<file path="config.mk">
export PLATFORM = sky130hd
export DESIGN_NAME = serial_eq_compare_ctrl
export DESIGN_NICKNAME = d
export VERILOG_FILES = /design/src/rtl/cmp_pkg.sv /design/src/rtl/eq2_slice.sv /design/src/rtl/serial_eq_compare_ctrl.sv
export SDC_FILE = /design/constraint.sdc
export NUM_CORES = 1
export LEC_CHECK = 0
export BUFFER_PORTS_ARGS = -buffer_cell sky130_fd_sc_hd__buf_2
export CORE_UTILIZATION = 46
export CTS_BUF_LIST = sky130_fd_sc_hd__clkbuf_16
export CTS_CLUSTER_DIAMETER = 150
export DETAILED_ROUTE_END_ITERATION = 6
export PLACE_DENSITY = 0.72
export SLEW_MARGIN = 20
export SYNTH_ARGS = -nofsm -noshare
export SYNTH_HDL_FRONTEND = slang
export SYNTH_SLANG_ARGS = --single-unit
</file>
<file path="constraint.sdc">
create_clock -name clk -period 1.6 [get_ports clk]
set_clock_uncertainty 0.15 [all_clocks]
set_input_delay 0.16 -clock clk [delete_from_list [all_inputs] [get_ports clk]]
set_output_delay 0.16 -clock clk [all_outputs]
set_load 0.02 [all_outputs]
</file>
<file path="src/rtl/cmp_pkg.sv">
// cmp_pkg: shared state encoding and constant helpers for the serial equality compare controller.
`default_nettype none

package cmp_pkg;

  localparam logic [1:0] ST_IDLE = 2'd0;
  localparam logic [1:0] ST_RUN  = 2'd1;
  localparam logic [1:0] ST_DONE = 2'd2;

  function automatic int clog2(input int value);
    int r;
    int v;
    r = 0;
    v = value - 1;
    while (v > 0) begin
      r = r + 1;
      v = v >> 1;
    end
    return r;
  endfunction

endpackage

`default_nettype wire

</file>
<file path="src/rtl/eq2_slice.sv">
// eq2_slice: combinational equality of two 2-bit slices.
`default_nettype none

module eq2_slice (
  input  logic [1:0] a,
  input  logic [1:0] b,
  output logic       eq
);

  assign eq = (a == b);

endmodule

`default_nettype wire

</file>
<file path="src/rtl/serial_eq_compare_ctrl.sv">
// serial_eq_compare_ctrl: walks a 2-bit equality slice across two WIDTH-bit operands, LSB slice first.
// Optional build macro EARLY_EXIT_EN ends the walk at the first mismatching slice.
`default_nettype none

module serial_eq_compare_ctrl
  import cmp_pkg::*;
#(
  parameter int WIDTH = 8,
  localparam int NSLICE = WIDTH / 2,
  localparam int IDXW = (clog2(NSLICE) > 1) ? clog2(NSLICE) : 1
) (
  input  logic              clk,
  input  logic              reset,
  input  logic              start_valid,
  output logic              start_ready,
  input  logic [WIDTH-1:0]  a_in,
  input  logic [WIDTH-1:0]  b_in,
  output logic              result_valid,
  input  logic              result_ready,
  output logic              equals,
  output logic [IDXW-1:0]   mismatch_idx
);

  logic [1:0]       state;
  logic [IDXW-1:0]  cnt;
  logic [IDXW-1:0]  idx_q;
  logic [WIDTH-1:0] a_q;
  logic [WIDTH-1:0] b_q;
  logic             eq_acc;
  logic             found;
  logic             eq_q;

  logic [1:0] a_sl [NSLICE];
  logic [1:0] b_sl [NSLICE];
  logic       slice_eq;
  logic       last_slice;
  logic       run_exit;

  for (genvar g = 0; g < NSLICE; g++) begin : g_slice
    assign a_sl[g] = a_q[2*g +: 2];
    assign b_sl[g] = b_q[2*g +: 2];
  end

  eq2_slice u_eq2_slice (
    .a  (a_sl[cnt]),
    .b  (b_sl[cnt]),
    .eq (slice_eq)
  );

  assign last_slice = (cnt == IDXW'(NSLICE - 1));

`ifdef EARLY_EXIT_EN
  assign run_exit = last_slice | ~slice_eq;
`else
  assign run_exit = last_slice;
`endif

  always_ff @(posedge clk or posedge reset) begin
    if (reset) begin
      state  <= ST_IDLE;
      cnt    <= '0;
      idx_q  <= '0;
      a_q    <= '0;
      b_q    <= '0;
      eq_acc <= 1'b0;
      found  <= 1'b0;
      eq_q   <= 1'b0;
    end else begin
      case (state)
        ST_IDLE: begin
          if (start_valid) begin
            a_q    <= a_in;
            b_q    <= b_in;
            cnt    <= '0;
            idx_q  <= '0;
            eq_acc <= 1'b1;
            found  <= 1'b0;
            state  <= ST_RUN;
          end
        end
        ST_RUN: begin
          eq_acc <= eq_acc & slice_eq;
          // Latch only the first miss so the lowest slice index is reported.
          if (!slice_eq && !found) begin
            idx_q <= cnt;
            found <= 1'b1;
          end
          if (run_exit) begin
            eq_q  <= eq_acc & slice_eq;
            state <= ST_DONE;
          end else begin
            cnt <= cnt + IDXW'(1);
          end
        end
        ST_DONE: begin
          if (result_ready) begin
            state <= ST_IDLE;
          end
        end
        default: state <= ST_IDLE;
      endcase
    end
  end

  assign start_ready  = (state == ST_IDLE);
  assign result_valid = (state == ST_DONE);
  assign equals       = eq_q;
  assign mismatch_idx = idx_q;

endmodule

`default_nettype wire

</file>
-- Word-level counts from Yosys, hierarchy flattened
Cells that the tools add are included.
- shift-type cells: 0
- order comparisons: 1
- div/mod/pow operators: 0
- $mul: 0
- mux-type cells: 20
- add/sub/neg operators: 1
- reduce and logical (&&, ||, !) cells: 11
- eq/ne operators: 9
- bitwise gates (word level): 2
- operators by type and width (cell ; count):
    two-way mux 2 bit ; 10
    AND reduction 3 bit ; 3
    binary-select mux 2 bit (select 2 bit) ; 2
    inequality test 2 bit (second input constant) ; 4
    one-hot mux 2 bit (2 select lines) ; 2
    one-hot mux 2 bit (3 select lines) ; 1
    AND reduction 2 bit ; 3
    equality test 2 bit (second input constant) ; 2
    one-hot mux 1 bit (2 select lines) ; 2
    greater-or-equal comparator 3 bit (second input constant) ; 1
    two-way mux 1 bit ; 3
    NOT 2 -> 3 bit ; 1
    adder 2 x 1 -> 2 bit (second input constant) ; 1
    equality test 2 x 1 -> 1 bit (second input constant) ; 1
    equality test 2 bit ; 1
    logical NOT 1 bit ; 2
    logical NOT 2 bit ; 1
    inequality test 2 x 1 -> 1 bit (second input constant) ; 1
    nonzero test 2 bit ; 1
    bitwise AND 1 bit ; 1
    logical AND 1 bit ; 1
- memories kept: 0
- bits in latches: 0
- word-level logic and storage cells: 52
- memory bits (writable): 0
- output and inout port bits: 5
- memory bits (read-only): 0
- flip-flop bits (word level): 25

-- Depth between registers and ports, before layout
- depth in word-level cells: 9
- gate-level depth with buffers: 5

-- Modules after synthesis
A second synthesis with hierarchy kept.
- cell total of the unflattened synthesis: 82
- area total of the unflattened synthesis: 1181.1 µm²
- by module, submodules not included (module ; cells each ; instances ; area an instance (µm²)):
    serial_eq_compare_ctrl ; 79 ; 1 ; 1159.9
    eq2_slice ; 3 ; 1 ; 21.3

-- Worst setup path after synthesis
No wires, ideal clock.
- kind: reg-to-reg
- start point: reg state[0]
- end point: reg a_q[0]
- setup slack: -130 ps
- clock period less this slack: 1730 ps
- data required time: 1325 ps
- cell stages (with the launch flop): 5
- data arrival time: 1456 ps
- path through: dfrtp_1 > nor2_1 > and2_1 > buf_2 > mux2_2
- longest elaborated chain between the ends: 2
- RTL lines (what ; line ; text):
    from (decl) ; serial_eq_compare_ctrl.sv:24 ; logic [1:0] state;
    from (signal assigned) ; serial_eq_compare_ctrl.sv:60 ; state <= ST_IDLE;
    from (signal assigned) ; serial_eq_compare_ctrl.sv:78 ; state <= ST_RUN;
    from (signal assigned) ; serial_eq_compare_ctrl.sv:90 ; state <= ST_DONE;
    logical NOT 2 bit ; -- ;
    via start_ready ; serial_eq_compare_ctrl.sv:15 ; output logic start_ready,
    AND reduction 2 bit (no line) ; -- ;
    to (signal assigned) ; serial_eq_compare_ctrl.sv:72 ; a_q <= a_in;
    to (decl) ; serial_eq_compare_ctrl.sv:27 ; logic [WIDTH-1:0] a_q;
The timed path passes the listed nets, and every way through them passes these cells.
A chain may end at the register's enable or synchronous reset.

-- Final worst setup path
- start point: reg a_q[4]
- end point: reg idx_q[0], in the netlist mismatch_idx[0]
- longest elaborated chain between the ends: 8
- RTL lines (what ; line ; text):
    binary-select mux 2 bit (select 2 bit) ; serial_eq_compare_ctrl.sv:45 ; .a (a_sl[cnt]),
    two-way mux 2 bit (implied by the code) (2 in a row) ; serial_eq_compare_ctrl.sv:45 ;
    equality test 2 bit ; eq2_slice.sv:10 ; assign eq = (a == b);
    logical NOT 1 bit ; serial_eq_compare_ctrl.sv:84 ; if (!slice_eq && !found) begin
    logical AND 1 bit ; serial_eq_compare_ctrl.sv:84 ;
    inequality test 2 bit (no line) ; -- ;
    AND reduction 3 bit (no line) ; -- ;
    to (signal assigned) ; serial_eq_compare_ctrl.sv:85 ; idx_q <= cnt;
    to (decl) ; serial_eq_compare_ctrl.sv:26 ; logic [IDXW-1:0] idx_q;
No other way between the ends. The select of a mux whose other input is x is not followed.

==> metrics <==
number of storage elements in the synthesis netlist=25; via count of the first global-routing pass=884; vias after detailed routing=825; number of nets in the layout=156; PnR Total Power=3.26 mW; netlist area before placement=1100 um2; Die Span Y=51.0 um; endpoint required time on the critical path=1.59 ns; average footprint of a synthesized cell=12.8 um2; number of primary I/O pins=25; htree depth=1; critical path launch point type=register; total of max-cap violations=0; Antenna diodes=0; Sinks on Clock Net=25; half-perimeter wire length of the detailed placement result=1420 um; worst hold path class=input pin to register; clock slew seen by the registers of the worst setup and hold paths=0.06 ns; TritonCTS clock tree=done; Clk Latency, worst-skew pair=0.25 ns; Crit Path Max Fanout=2; Routed WL=2390 um; placement row count=17; wire length of the first global-routing pass=3770 um; final max-slew violation count=0; top library cells by usage in the layout, fill and taps aside=sky130_fd_sc_hd__dfrtp_1, sky130_fd_sc_hd__buf_2, sky130_fd_sc_hd__mux2_2; worst-case headroom to the max-slew limit=78.6%; ranking of synthesized cells by area=sky130_fd_sc_hd__dfrtp_1, sky130_fd_sc_hd__mux2_2, sky130_fd_sc_hd__xnor2_1; leakage power figure=0.750 nW; Final Cycle Share=106%; sequential fraction of the synthesis area=56.7%; synthesized instance count=86; Arr. time, crit path=1.69 ns; placer's final routability congestion estimate=0.820; count of cell types in the netlist=24; total grt overflow=0; area share of the leading cell type in the synthesized netlist=56.7%; kind of end point of the critical path=register; die span in x=51.0 um; pwr dens=2030 nW/um2; upper clock frequency limit=588 MHz; total die area=2600 um2; clock buffers created by TritonCTS=3; cell type with the highest aggregate area in the netlist=sky130_fd_sc_hd__dfrtp_1; initial standard-cell utilization of the core=49.4%; share of final-layout standard cells stronger than drive strength 1=46.3%; Core Region=2230 um2; largest net degree at the start of global routing=26; First DRT Iteration DRCs=7; via density per instance=5.09; setup slack of the critical path after layout=-0.100 ns; number of iterations in the first detailed-routing pass=4; syn nets=107; setup repair after global routing missed its margin=yes; final hold slack=0.00180 ns; outcome=complete, but fails checks; number of nets still failing antenna checks after routing=0; total track usage=20.1%; clk root buf=sky130_fd_sc_hd__clkbuf_16; quantity of I/O buffers inserted on ports=24; DR DRC count=0; startpoint-to-endpoint class of the critical path=register to register; initial antenna violation count=0; worst-case vdd ir drop=1280 uV; final worst path period need=1.70 ns; Worst Tran Pin Value=0.321 ns; deepest clock path buffer count=2; number of synthesis warnings=0; count of final setup violators=2; final non-filler cell total=162; failing checks=negative setup slack; wire per inst=14.7 um; Hold Vio Cnt, Final=0; P&R area growth vs syn=45.5%; Placed Instances=142
## critical path, cell delays in order, from the launching register on
cell                      delay [ns]
sky130_fd_sc_hd__dfrtp_1        0.43
sky130_fd_sc_hd__xor2_2         0.21
sky130_fd_sc_hd__o31ai_4        0.28
sky130_fd_sc_hd__o22a_2         0.22
sky130_fd_sc_hd__mux2_4         0.29
## stage by stage
step / worst slack, ns / area [um2] / utilization [%] / TNS, ns
after CTS: -0.0809 / 1560 / 69.9 / -0.0809
after global placement: -0.0357 / 1310 / 58.6 / -0.0357
final: -0.100 / 1610 / 71.9 / -0.103
after detailed placement: -0.0776 / 1310 / 58.6 / -0.0776
after global routing: -0.130 / 1610 / 71.9 / -0.228
after floorplan: -0.0340 / 1110 / - / -0.478
## cell usage after synthesis
master and n:
sky130_fd_sc_hd__buf_2 2, sky130_fd_sc_hd__or3_1 1, sky130_fd_sc_hd__mux2_2 17, sky130_fd_sc_hd__mux2i_1 1, sky130_fd_sc_hd__xor2_1 4, sky130_fd_sc_hd__inv_1 5, sky130_fd_sc_hd__dfrtp_1 25, sky130_fd_sc_hd__mux2_4 1
sky130_fd_sc_hd__xnor2_1 4, sky130_fd_sc_hd__a22o_1 1, sky130_fd_sc_hd__and2_1 1, sky130_fd_sc_hd__nand2_1 2, sky130_fd_sc_hd__nor2_1 5, sky130_fd_sc_hd__or2b_1 1, sky130_fd_sc_hd__nand2b_1 1, sky130_fd_sc_hd__nor2b_1 1
sky130_fd_sc_hd__nand3_1 4, sky130_fd_sc_hd__ha_1 1, sky130_fd_sc_hd__o31ai_1 2, sky130_fd_sc_hd__o22a_2 1, sky130_fd_sc_hd__o32ai_1 1, sky130_fd_sc_hd__and2b_2 1, sky130_fd_sc_hd__a21oi_1 1, sky130_fd_sc_hd__o21ai_0 3
## sequential cells by signal, summed over array words and instances (netlist names)
signal        count
a_q               8
b_q               8
cnt               2
eq_acc            1
equals            1
found             1
mismatch_idx      2
state             2
## layout make-up
cell class,count,area [um2]
Fill cell,149,628
Clock inverter,1,3.75
Tap cell,28,35.0
Sequential cell,25,627
Timing Repair Buffer,46,353
Clock buffer,3,75.1
Inverter,5,18.8
Multi-Input combinational cell,54,493
## report_power, final
part / internal (mW) / switching (mW) / total [mW]
clock: 0.334 / 0.210 / 0.543
sequential: 0.944 / 0.253 / 1.20
combinational: 0.861 / 0.656 / 1.52
## routing by layer
layer	global-route usage, %	vias up	part of all wire, %
met5	0	-	0
met4	11.6	0	2.6
met3	2.68	8	2.2
li1	-	391	-
met2	34.6	22	53
met1	23.7	404	42
## final timing paths
check / endpoint / slack, ns / cells past startpoint / start
worst max-delay path: mismatch_idx[0] / -0.10 / 4 / a_q[4]
worst min-delay path: a_q[1] / 0.002 / 2 / a_in[1]
worst max register to register: mismatch_idx[0] / -0.10 / 4 / a_q[4]
worst min register to register: equals / 0.32 / 2 / equals
max in group asynchronous: cnt[0] / 0.67 / 4 / reset
min in group asynchronous: a_q[1] / 0.37 / 4 / reset
## cells by family after synthesis
kind of cell / count (synthesis) / share of synthesized area, %
simple gates: 17 / 7.94
flops: 25 / 56.7
mux: 19 / 19.6
compound gates: 9 / 5.67
xor+xnor: 8 / 6.35
fa+ha+maj: 1 / 1.13
buf+inv: 7 / 2.61
## what timing repair did
| item | in CTS | in global routing |
|---|---|---|
| gates resized for setup | 4 | 5 |
| endpoints found under the setup margin | 2 | 19 |
| hold endpoints to repair | 39 | 0 |
| cloned | 0 | 1 |
| buffers inserted | 0 | 0 |
| hold buffers | 15 | 0 |
| pin swaps | 0 | 2 |
No activity file was read; power rests on OpenSTA's default activity.
